$ cat config.mk
export PLATFORM = sky130hd
export DESIGN_NAME = if_fetch_unit_flat
export DESIGN_NICKNAME = d
export VERILOG_FILES = /design/src/rtl/if_fetch_unit_if.sv /design/src/rtl/if_fetch_unit.sv /design/src/flat_wrapper.sv
export SDC_FILE = /design/constraint.sdc
export NUM_CORES = 1
export LEC_CHECK = 0
export BUFFER_PORTS_ARGS = -buffer_cell sky130_fd_sc_hd__buf_2
export CORE_ASPECT_RATIO = 0.7
export CORE_MARGIN = 2
export CORE_UTILIZATION = 50
export DETAILED_ROUTE_END_ITERATION = 10
export PLACE_DENSITY_LB_ADDON = 0.1
export REMOVE_ABC_BUFFERS = 1
export SYNTH_ARGS = -nofsm -noshare
export SYNTH_HDL_FRONTEND = slang
export SYNTH_SLANG_ARGS = --single-unit
$ cat constraint.sdc
create_clock -name clk -period 8.5 [get_ports clk]
set_clock_uncertainty 0.15 [all_clocks]
set_input_delay 0.85 -clock clk [delete_from_list [all_inputs] [get_ports clk]]
set_output_delay 0.85 -clock clk [all_outputs]
set_load 0.005 [all_outputs]
$ cat src/rtl/if_fetch_unit_if.sv
// Instruction-bus bundle between the fetch unit (master) and memory (slave).
// Signal names keep the fetch unit's point of view (_o driven by the master).
interface if_fetch_unit_if;
   logic        instr_req_o;
   logic [31:0] instr_addr_o;
   logic        instr_gnt_i;
   logic        instr_rvalid_i;
   logic [31:0] instr_rdata_i;
   logic        instr_err_i;

   modport master (
      output instr_req_o,
      output instr_addr_o,
      input  instr_gnt_i,
      input  instr_rvalid_i,
      input  instr_rdata_i,
      input  instr_err_i
   );

   modport slave (
      input  instr_req_o,
      input  instr_addr_o,
      output instr_gnt_i,
      output instr_rvalid_i,
      output instr_rdata_i,
      output instr_err_i
   );
endinterface

$ cat src/rtl/if_fetch_unit.sv
// IF stage: credit-limited fetch, prefetch FIFO, registered ID outputs.
// Define IF_FETCH_BYPASS_EN to let responses skip an empty FIFO.
module if_fetch_unit #(
   parameter logic [31:0] BOOT_ADDR  = 32'h0000_0000,
   parameter int unsigned FIFO_DEPTH = 2
) (
   input  logic            clk,
   input  logic            rst,
   input  logic            stall,
   input  logic            flush,
   input  logic [31:0]     redirect_pc_i,
   if_fetch_unit_if.master bus,
   output logic [31:0]     ID_instr_o,
   output logic [31:0]     ID_pc_o,
   output logic            ID_valid_o,
   output logic            ID_fetch_err_o
);
   localparam logic [31:0] NOP = 32'h0000_0013;

   logic [31:0] addr_q, addr_d;
   logic [31:0] rpc_q, rpc_d;
   logic [2:0]  outst_q, outst_d;
   logic [2:0]  disc_q, disc_d;
   logic [2:0]  cnt_q, cnt_d;
   logic [1:0]  rd_q, rd_d;
   logic [1:0]  wr_q, wr_d;

   logic [31:0] fpc_q  [4];
   logic [31:0] fdat_q [4];
   logic        ferr_q [4];

   logic [31:0] instr_q, instr_d;
   logic [31:0] pc_q, pc_d;
   logic        valid_q, valid_d;
   logic        err_q, err_d;

   logic req, acc, rsp, keep, push, pop, byp;
   logic [31:0] redir;

   function automatic logic [1:0] nxt(input logic [1:0] p);
      return (p == 2'(FIFO_DEPTH - 1)) ? 2'd0 : p + 2'd1;
   endfunction

   assign redir = {redirect_pc_i[31:2], 2'b00};
   assign req   = !rst && !flush &&
                  (({1'b0, outst_q} + {1'b0, cnt_q}) < 4'(FIFO_DEPTH));
   assign acc   = req && bus.instr_gnt_i;
   // Responses without a matching grant are dropped.
   assign rsp   = bus.instr_rvalid_i && (outst_q != 3'd0);
   assign keep  = rsp && (disc_q == 3'd0) && !flush;
   assign pop   = !flush && !stall && (cnt_q != 3'd0);
`ifdef IF_FETCH_BYPASS_EN
   assign byp   = keep && (cnt_q == 3'd0) && !stall;
`else
   assign byp   = 1'b0;
`endif
   assign push  = keep && !byp;

   assign bus.instr_req_o  = req;
   assign bus.instr_addr_o = addr_q;
   assign ID_instr_o       = instr_q;
   assign ID_pc_o          = pc_q;
   assign ID_valid_o       = valid_q;
   assign ID_fetch_err_o   = err_q;

   always_comb begin
      addr_d  = addr_q;
      rpc_d   = rpc_q;
      outst_d = outst_q + {2'b00, acc} - {2'b00, rsp};
      disc_d  = disc_q;
      cnt_d   = cnt_q + {2'b00, push} - {2'b00, pop};
      rd_d    = rd_q;
      wr_d    = wr_q;
      instr_d = instr_q;
      pc_d    = pc_q;
      valid_d = valid_q;
      err_d   = err_q;
      if (acc)  addr_d = addr_q + 32'd4;
      if (rsp && disc_q != 3'd0) disc_d = disc_q - 3'd1;
      if (keep) rpc_d = rpc_q + 32'd4;
      if (push) wr_d = nxt(wr_q);
      if (pop)  rd_d = nxt(rd_q);
      if (flush) begin
         addr_d  = redir;
         rpc_d   = redir;
         cnt_d   = 3'd0;
         rd_d    = 2'd0;
         wr_d    = 2'd0;
         // Everything still in flight after this edge is stale.
         disc_d  = outst_d;
         instr_d = NOP;
         valid_d = 1'b0;
         err_d   = 1'b0;
      end else if (!stall) begin
         if (pop) begin
            instr_d = fdat_q[rd_q];
            pc_d    = fpc_q[rd_q];
            valid_d = 1'b1;
            err_d   = ferr_q[rd_q];
         end else if (byp) begin
            instr_d = bus.instr_rdata_i;
            pc_d    = rpc_q;
            valid_d = 1'b1;
            err_d   = bus.instr_err_i;
         end else begin
            instr_d = NOP;
            valid_d = 1'b0;
            err_d   = 1'b0;
         end
      end
   end

   always_ff @(posedge clk) begin
      if (rst) begin
         addr_q  <= {BOOT_ADDR[31:2], 2'b00};
         rpc_q   <= {BOOT_ADDR[31:2], 2'b00};
         outst_q <= 3'd0;
         disc_q  <= 3'd0;
         cnt_q   <= 3'd0;
         rd_q    <= 2'd0;
         wr_q    <= 2'd0;
         instr_q <= NOP;
         pc_q    <= 32'd0;
         valid_q <= 1'b0;
         err_q   <= 1'b0;
      end else begin
         addr_q  <= addr_d;
         rpc_q   <= rpc_d;
         outst_q <= outst_d;
         disc_q  <= disc_d;
         cnt_q   <= cnt_d;
         rd_q    <= rd_d;
         wr_q    <= wr_d;
         instr_q <= instr_d;
         pc_q    <= pc_d;
         valid_q <= valid_d;
         err_q   <= err_d;
      end
   end

   always_ff @(posedge clk) begin
      if (push) begin
         fpc_q[wr_q]  <= rpc_q;
         fdat_q[wr_q] <= bus.instr_rdata_i;
         ferr_q[wr_q] <= bus.instr_err_i;
      end
   end

   a_rsp_credit : assert property (
      @(posedge clk) disable iff (rst)
      bus.instr_rvalid_i |-> (outst_q != 3'd0)
   );
endmodule
$ cat src/flat_wrapper.sv
// flat-port wrapper written by rule: the top's interface ports become plain ports
module if_fetch_unit_flat 
#(
   parameter logic [31:0] BOOT_ADDR  = 32'h0000_0000,
   parameter int unsigned FIFO_DEPTH = 2
)
  (clk, rst, stall, flush, redirect_pc_i, ID_instr_o, ID_pc_o, ID_valid_o, ID_fetch_err_o, bus_instr_req_o, bus_instr_addr_o, bus_instr_gnt_i, bus_instr_rvalid_i, bus_instr_rdata_i, bus_instr_err_i);
  if_fetch_unit_if bus_i ();
  input  logic clk;
  input  logic rst;
  input  logic stall;
  input  logic flush;
  input  logic [31:0] redirect_pc_i;
  output logic [31:0] ID_instr_o;
  output logic [31:0] ID_pc_o;
  output logic ID_valid_o;
  output logic ID_fetch_err_o;
  output wire logic [$bits(bus_i.instr_req_o)-1:0] bus_instr_req_o;
  output wire logic [$bits(bus_i.instr_addr_o)-1:0] bus_instr_addr_o;
  input wire logic [$bits(bus_i.instr_gnt_i)-1:0] bus_instr_gnt_i;
  input wire logic [$bits(bus_i.instr_rvalid_i)-1:0] bus_instr_rvalid_i;
  input wire logic [$bits(bus_i.instr_rdata_i)-1:0] bus_instr_rdata_i;
  input wire logic [$bits(bus_i.instr_err_i)-1:0] bus_instr_err_i;
  assign bus_instr_req_o = bus_i.instr_req_o;
  assign bus_instr_addr_o = bus_i.instr_addr_o;
  assign bus_i.instr_gnt_i = bus_instr_gnt_i;
  assign bus_i.instr_rvalid_i = bus_instr_rvalid_i;
  assign bus_i.instr_rdata_i = bus_instr_rdata_i;
  assign bus_i.instr_err_i = bus_instr_err_i;
  if_fetch_unit #(.BOOT_ADDR(BOOT_ADDR), .FIFO_DEPTH(FIFO_DEPTH)) u_core (.clk(clk), .rst(rst), .stall(stall), .flush(flush), .redirect_pc_i(redirect_pc_i), .bus(bus_i), .ID_instr_o(ID_instr_o), .ID_pc_o(ID_pc_o), .ID_valid_o(ID_valid_o), .ID_fetch_err_o(ID_fetch_err_o));
endmodule
* Word-level counts from Yosys, hierarchy flattened
Memory sizes are Yosys's and may differ from the RTL's. A register that Yosys moved wholly into a read port is not among the register bits.
Index checks and enable logic that the tools add are counted.
** Cells by class
- $add $sub $neg :: 10
- $lt $le $gt $ge :: 1
- Eq/ne operators :: 2
- Mux-type cells :: 17
- Bitwise logic cells :: 2
- Reduce and logical (&&, ||, !) cells :: 21
** Operators with widths (number)
- $mux W32 :: 5
- $add A32 B3 Y32 const B :: 2
- $mux W2 :: 6
- $logic_and A1 B1 Y1 :: 9
- $reduce_bool A3 Y1 :: 3
- $add A3 B1 Y3 :: 2
- $mux W3 :: 2
- $reduce_bool A2 Y1 :: 3
- $sub A3 B1 Y3 :: 2
- $add A2 B1 Y2 const B :: 2
- $add A3 B3 Y4 :: 1
- $eq A2 B1 Y1 const B :: 2
- $lt A4 B2 Y1 const B :: 1
- $mux W1 :: 4
- $logic_not A1 Y1 :: 3
- $logic_not A3 Y1 :: 1
- $reduce_and A3 Y1 :: 1
- $sub A3 B1 Y3 const B :: 1
- $not A1 Y1 :: 2
- $reduce_or A2 Y1 :: 1
** Storage, ports and cells
- Register bits after elaboration :: 111
- RAM bits :: 260
- Bits of input ports :: 71
- Word-level logic and storage cells :: 68
- Memories :: 3
** Memories
- u_core.fdat_q :: words 4, bits a word 32, rd ports 1, clocked after Yosys merged registers in 1, wr ports 1, line if_fetch_unit.sv:29 : logic [31:0] fdat_q [4];
- u_core.fpc_q :: words 4, bits a word 32, rd ports 1, clocked after Yosys merged registers in 1, wr ports 1, line if_fetch_unit.sv:28 : logic [31:0] fpc_q [4];
- u_core.ferr_q :: words 4, bits a word 1, rd ports 1, clocked after Yosys merged registers in 1, wr ports 1, line if_fetch_unit.sv:30 : logic ferr_q [4];

* Longest topological paths before layout
- Depth after elaboration :: 7
- Depth in mapped cells :: 12
- Depth with buffers taken out :: 11

* Worst setup path before layout
No wires, ideal clock.
- Path kind :: input -> register
- Start :: input port bus_instr_rvalid_i
- End :: memory u_core.fdat_q[2][0] (enable)
- Setup time :: 0.661 ns
- Arrival time :: 7.947 ns
- Slack :: -0.258 ns
- Cell stages on the path :: 4
- Buffers on the path :: 1
- Cell sequence :: nand3b_1 > or2_2 > clkbuf_1 > nor4b_1
** Between the ends
- Word-level cells in the longest chain between the ends :: 5
** RTL lines
- from (decl) :: line flat_wrapper.sv:21 : input wire logic [$bits(bus_i.instr_rvalid_i)-1:0] bus_instr_rvalid_i;
- $logic_and A1 B1 Y1 :: line if_fetch_unit.sv:49 : assign rsp = bus.instr_rvalid_i && (outst_q != 3'd0);
- $logic_and A1 B1 Y1 (2 in series) :: line if_fetch_unit.sv:50 : assign keep = rsp && (disc_q == 3'd0) && !flush;
- $mux W1 :: line if_fetch_unit.sv:142 : if (push) begin
- $mux W1 (not written as such) :: line if_fetch_unit.sv:144 : fdat_q[wr_q] <= bus.instr_rdata_i;
- to (decl) :: line if_fetch_unit.sv:29
Every way passes these cells.

* Worst setup path after layout
- Start :: register u_core.cnt_q[1]
- End :: output port bus_instr_req_o
** Between the ends
- Word-level cells in the longest chain between the ends :: 3
** RTL lines
- from (decl) :: line if_fetch_unit.sv:24 : logic [2:0] cnt_q, cnt_d;
- from (signal assigned) :: line if_fetch_unit.sv:131 : cnt_q <= cnt_d;
- $add A3 B3 Y4 :: line if_fetch_unit.sv:46 : (({1'b0, outst_q} + {1'b0, cnt_q}) < 4'(FIFO_DEPTH));
- $lt A4 B2 Y1 :: line if_fetch_unit.sv:46
- $logic_and A1 B1 Y1 :: line if_fetch_unit.sv:45 : assign req = !rst && !flush &&
- to (decl) :: line flat_wrapper.sv:18 : output wire logic [$bits(bus_i.instr_req_o)-1:0] bus_instr_req_o;
Every way passes these cells.

==> out/summary.txt <==
Combined global-route utilization of all metal layers = 22.9%
Fraction of the yosys area taken by sequential cells = 67.3%
Final cell area excluding filler cells = 18000 sq um
Number of buffer cells added on primary ports = 163
Total of endpoints with negative setup slack in the final report = 0
Ant. Diodes = 0
Initial Util = 51.0%
Number of inserted filler cells in the final layout = 2459
Power after layout = 4.37 mW
Clock transition at the register clock pins on the worst setup and hold paths after CTS = 60 ps
Post-CTS resize count = 0
Final Max Slew Viols = 0
Synth cell types = 58
Worst slew slack as a fraction of its limit = 22.5%
Min-delay worst type = register to register
Wire length of the first global-routing pass = 55200 um
Post-Route Utilization = 59.7%
Share of synthesized flip-flops with an asynchronous set or reset = 0%
Number of global-route vias before repair = 9490
Leakage power total = 6.17 nW
Maximum capacitance violations = 0
M2 GR Usage = 35.8%
Met3 global-route usage = 4.44%
Deepest clock path buffer count = 3
Num rows = 53
CTS HTree Levels = 2
Worst setup slack for register-to-register paths = 4850 ps
Clock period minus worst slack = 3910 ps
Number of endpoints with negative hold slack in the final report = 0
Core footprint = 30200 sq um
Post-route clock period utilization = 46.0%
Total number of clock tree sinks = 391
Pin count of the biggest net entering global routing = 76
Count of routing violations after the opening detailed-route iteration = 728
Final TNS setup = 0 ps
# DRC = 0
Grt peak-use layer = met2
Height of the die = 151 um
Antenna-violating nets left = 0
Number of cells traversed by the worst register-to-register path = 10
Number of buffers added for setup after CTS = 0
Number of instances in the synthesized netlist = 1083
Data arrival at the endpoint of the critical path = 2910 ps
Total Nets Final = 1324
CP startpoint kind = register
Number of enable-type register cells in the synthesized netlist = 252
Clock latency of the later-clocked register in the worst-skew pair = 530 ps
Transition time at the pin with the least slew margin = 1150 ps
Syn Area/Cell = 14.2 sq um
Instance count along the most critical hold path = 2
Die extent in x = 214 um
Cts bufs inserted = 39
Count of warnings emitted by yosys = 0
Routed Wire Length = 35900 um
Routed wirelength normalized by instance count = 21.4 um
Total vias in the final route = 9692
Hold_buf cts = 0
Seq. cell area = 10400 sq um
Clock tree root buffer cell = sky130_fd_sc_hd__clkbuf_16
Gpl congestion = 0.798
TritonCTS clock tree = done
Met1 track demand over resource in global routing = 33.4%
Power density over the cells = 243 nW/um^2
Total iterations of the first detailed-routing run = 5
Cell area reported after detailed placement = 16600 sq um
Outcome = finished clean
Setup repair after global routing missed its margin = no
Max IR drop VDD = 0.173 mV
Fmax achieved = 0.256 GHz
Critical Path Sink Type = output pin
Share of cells above drive strength 1 = 25.3%
Classification of the worst setup path = register to output pin
Detailed Place HPWL = 21900 um
Overflow after GRT = 0
Worst Path Required = 7500 ps
Total I/O pin count = 170
Top FF cell, synth = sky130_fd_sc_hd__edfxtp_1
Flip-flop and latch count after synthesis = 391
Via count normalized by instance count = 5.76
Critical path fanouts, max = 17
Die Area = 32200 sq um
Synth-to-layout area growth = 17.1%
Cell area after technology mapping = 15400 sq um
Initial antenna violation count = 0
Area used by multi-input combinational logic = 4720 sq um
[sequential cells by signal, indices dropped and copies added, names as in the netlist, named ones only]
register,cells
u_core.ID_instr_o,32
u_core.outst_q,3
u_core.ID_pc_o,30
u_core.rpc_q,30
u_core.fdat_q,128
u_core.rd_q,2
u_core.ID_valid_o,1
u_core.ID_fetch_err_o,1
u_core.disc_q,3
u_core.fpc_q,120
u_core.cnt_q,3
u_core.wr_q,2
u_core.bus.instr_addr_o,30
u_core.ferr_q,4
[path summary, 6_finish.rpt]
path | start | to
setup / recovery | u_core.cnt_q[1]$_SDFF_PP0_ | bus_instr_req_o
hold / removal | u_core.ID_pc_o[2]$_SDFFE_PP0P_ | u_core.ID_pc_o[2]$_SDFFE_PP0P_
setup reg to reg | u_core.cnt_q[1]$_SDFF_PP0_ | u_core.disc_q[2]$_SDFFE_PP0P_
hold reg to reg | u_core.ID_pc_o[2]$_SDFFE_PP0P_ | u_core.ID_pc_o[2]$_SDFFE_PP0P_
[Yosys cell counts, types with 5 or more instances]
cell type	count	area, sq um
sky130_fd_sc_hd__clkbuf_1	55	206
sky130_fd_sc_hd__nand3_1	19	95.1
sky130_fd_sc_hd__xnor2_1	21	184
sky130_fd_sc_hd__o21ai_0	8	40.0
sky130_fd_sc_hd__and2_1	7	43.8
sky130_fd_sc_hd__or3_1	7	43.8
sky130_fd_sc_hd__nor3_1	17	85.1
sky130_fd_sc_hd__dfxtp_1	139	2780
sky130_fd_sc_hd__xor2_1	15	131
sky130_fd_sc_hd__ha_1	10	125
sky130_fd_sc_hd__o211ai_1	6	45.0
sky130_fd_sc_hd__buf_1	6	22.5
sky130_fd_sc_hd__nor4_1	16	100
sky130_fd_sc_hd__nor2b_1	5	31.3
sky130_fd_sc_hd__inv_1	15	56.3
sky130_fd_sc_hd__a31oi_1	12	75.1
sky130_fd_sc_hd__edfxtp_1	252	7570
sky130_fd_sc_hd__nand2_1	110	413
sky130_fd_sc_hd__and3_1	12	75.1
sky130_fd_sc_hd__nor3b_1	5	37.5
sky130_fd_sc_hd__nor2_1	71	267
sky130_fd_sc_hd__mux4_2	63	1420
sky130_fd_sc_hd__and4_1	7	61.3
sky130_fd_sc_hd__a21boi_0	16	120
sky130_fd_sc_hd__a211oi_1	15	113
sky130_fd_sc_hd__a2111oi_0	5	43.8
sky130_fd_sc_hd__o21a_1	12	90.1
sky130_fd_sc_hd__a21oi_1	40	200
sky130_fd_sc_hd__nand4_1	30	188
sky130_fd_sc_hd__a22oi_1	31	233
[per-stage QoR]
stage	worst slack, ps	hold WS, ps	std cells
after global placement	4140	288	1611
after detailed placement	4110	293	1611
after global routing	4490	318	1682
after CTS	4590	301	1682
after floorplan	-156	297	1018
final	4590	300	1682
[layout by cell type (no fill, tap or decap), drive strengths merged, types with 15 or more instances in the layout]
cell type,Yosys,routed
nor2,72,72
a22oi,31,31
nand3,19,19
xor2,15,15
dfxtp,139,139
buf,13,181
mux4,63,63
a211oi,15,15
xnor2,21,21
edfxtp,252,252
a21boi,16,16
a21oi,40,40
nand4,30,30
nor4,16,16
clkbuf,55,50
inv,15,19
nor3,17,17
nand2,110,110
[logic make-up after synthesis]
family / Yosys count / share of synthesized area (%)
AOI/OAI and AO/OA: 166 / 7.38
xor gates and xnor gates: 36 / 2.05
adders and majority gates: 13 / 1.20
buffers and inverters: 84 / 2.17
DFF: 391 / 67.3
muxes: 68 / 9.56
other: 1 / 0.0244
and+or+nand+nor: 324 / 10.3
[per-layer routing]
metal,up-vias,share of wire (%)
met1,4877,46
li1,4473,-
met3,47,6.2
met4,0,1.5
met5,-,0
met2,295,46
[worst max-delay path, stage by stage (launching register included)]
cell	delay, ps
sky130_fd_sc_hd__dfxtp_1	440
sky130_fd_sc_hd__inv_1	90
sky130_fd_sc_hd__fa_1	440
sky130_fd_sc_hd__a311o_1	350
sky130_fd_sc_hd__and2_1	380
sky130_fd_sc_hd__nor4_1	490
sky130_fd_sc_hd__buf_2	200
[cell type report]
type	instances	area share (%)
clock buffer	50	6.10
tap	412	2.86
inverter	16	0.334
sequential	391	57.5
multi-input combinational	611	26.2
timing repair buffer	181	5.28
clock inverter	21	1.66
[report_power, final]
group	switching [mW]	total, mW	leakage (nW)	internal, mW
sequential	0.0597	2.17	3.44	2.11
combinational	0.206	0.345	2.05	0.140
clock	0.723	1.85	0.685	1.13
total	0.988	4.37	6.17	3.38
No activity file was read; power rests on OpenSTA's default activity.
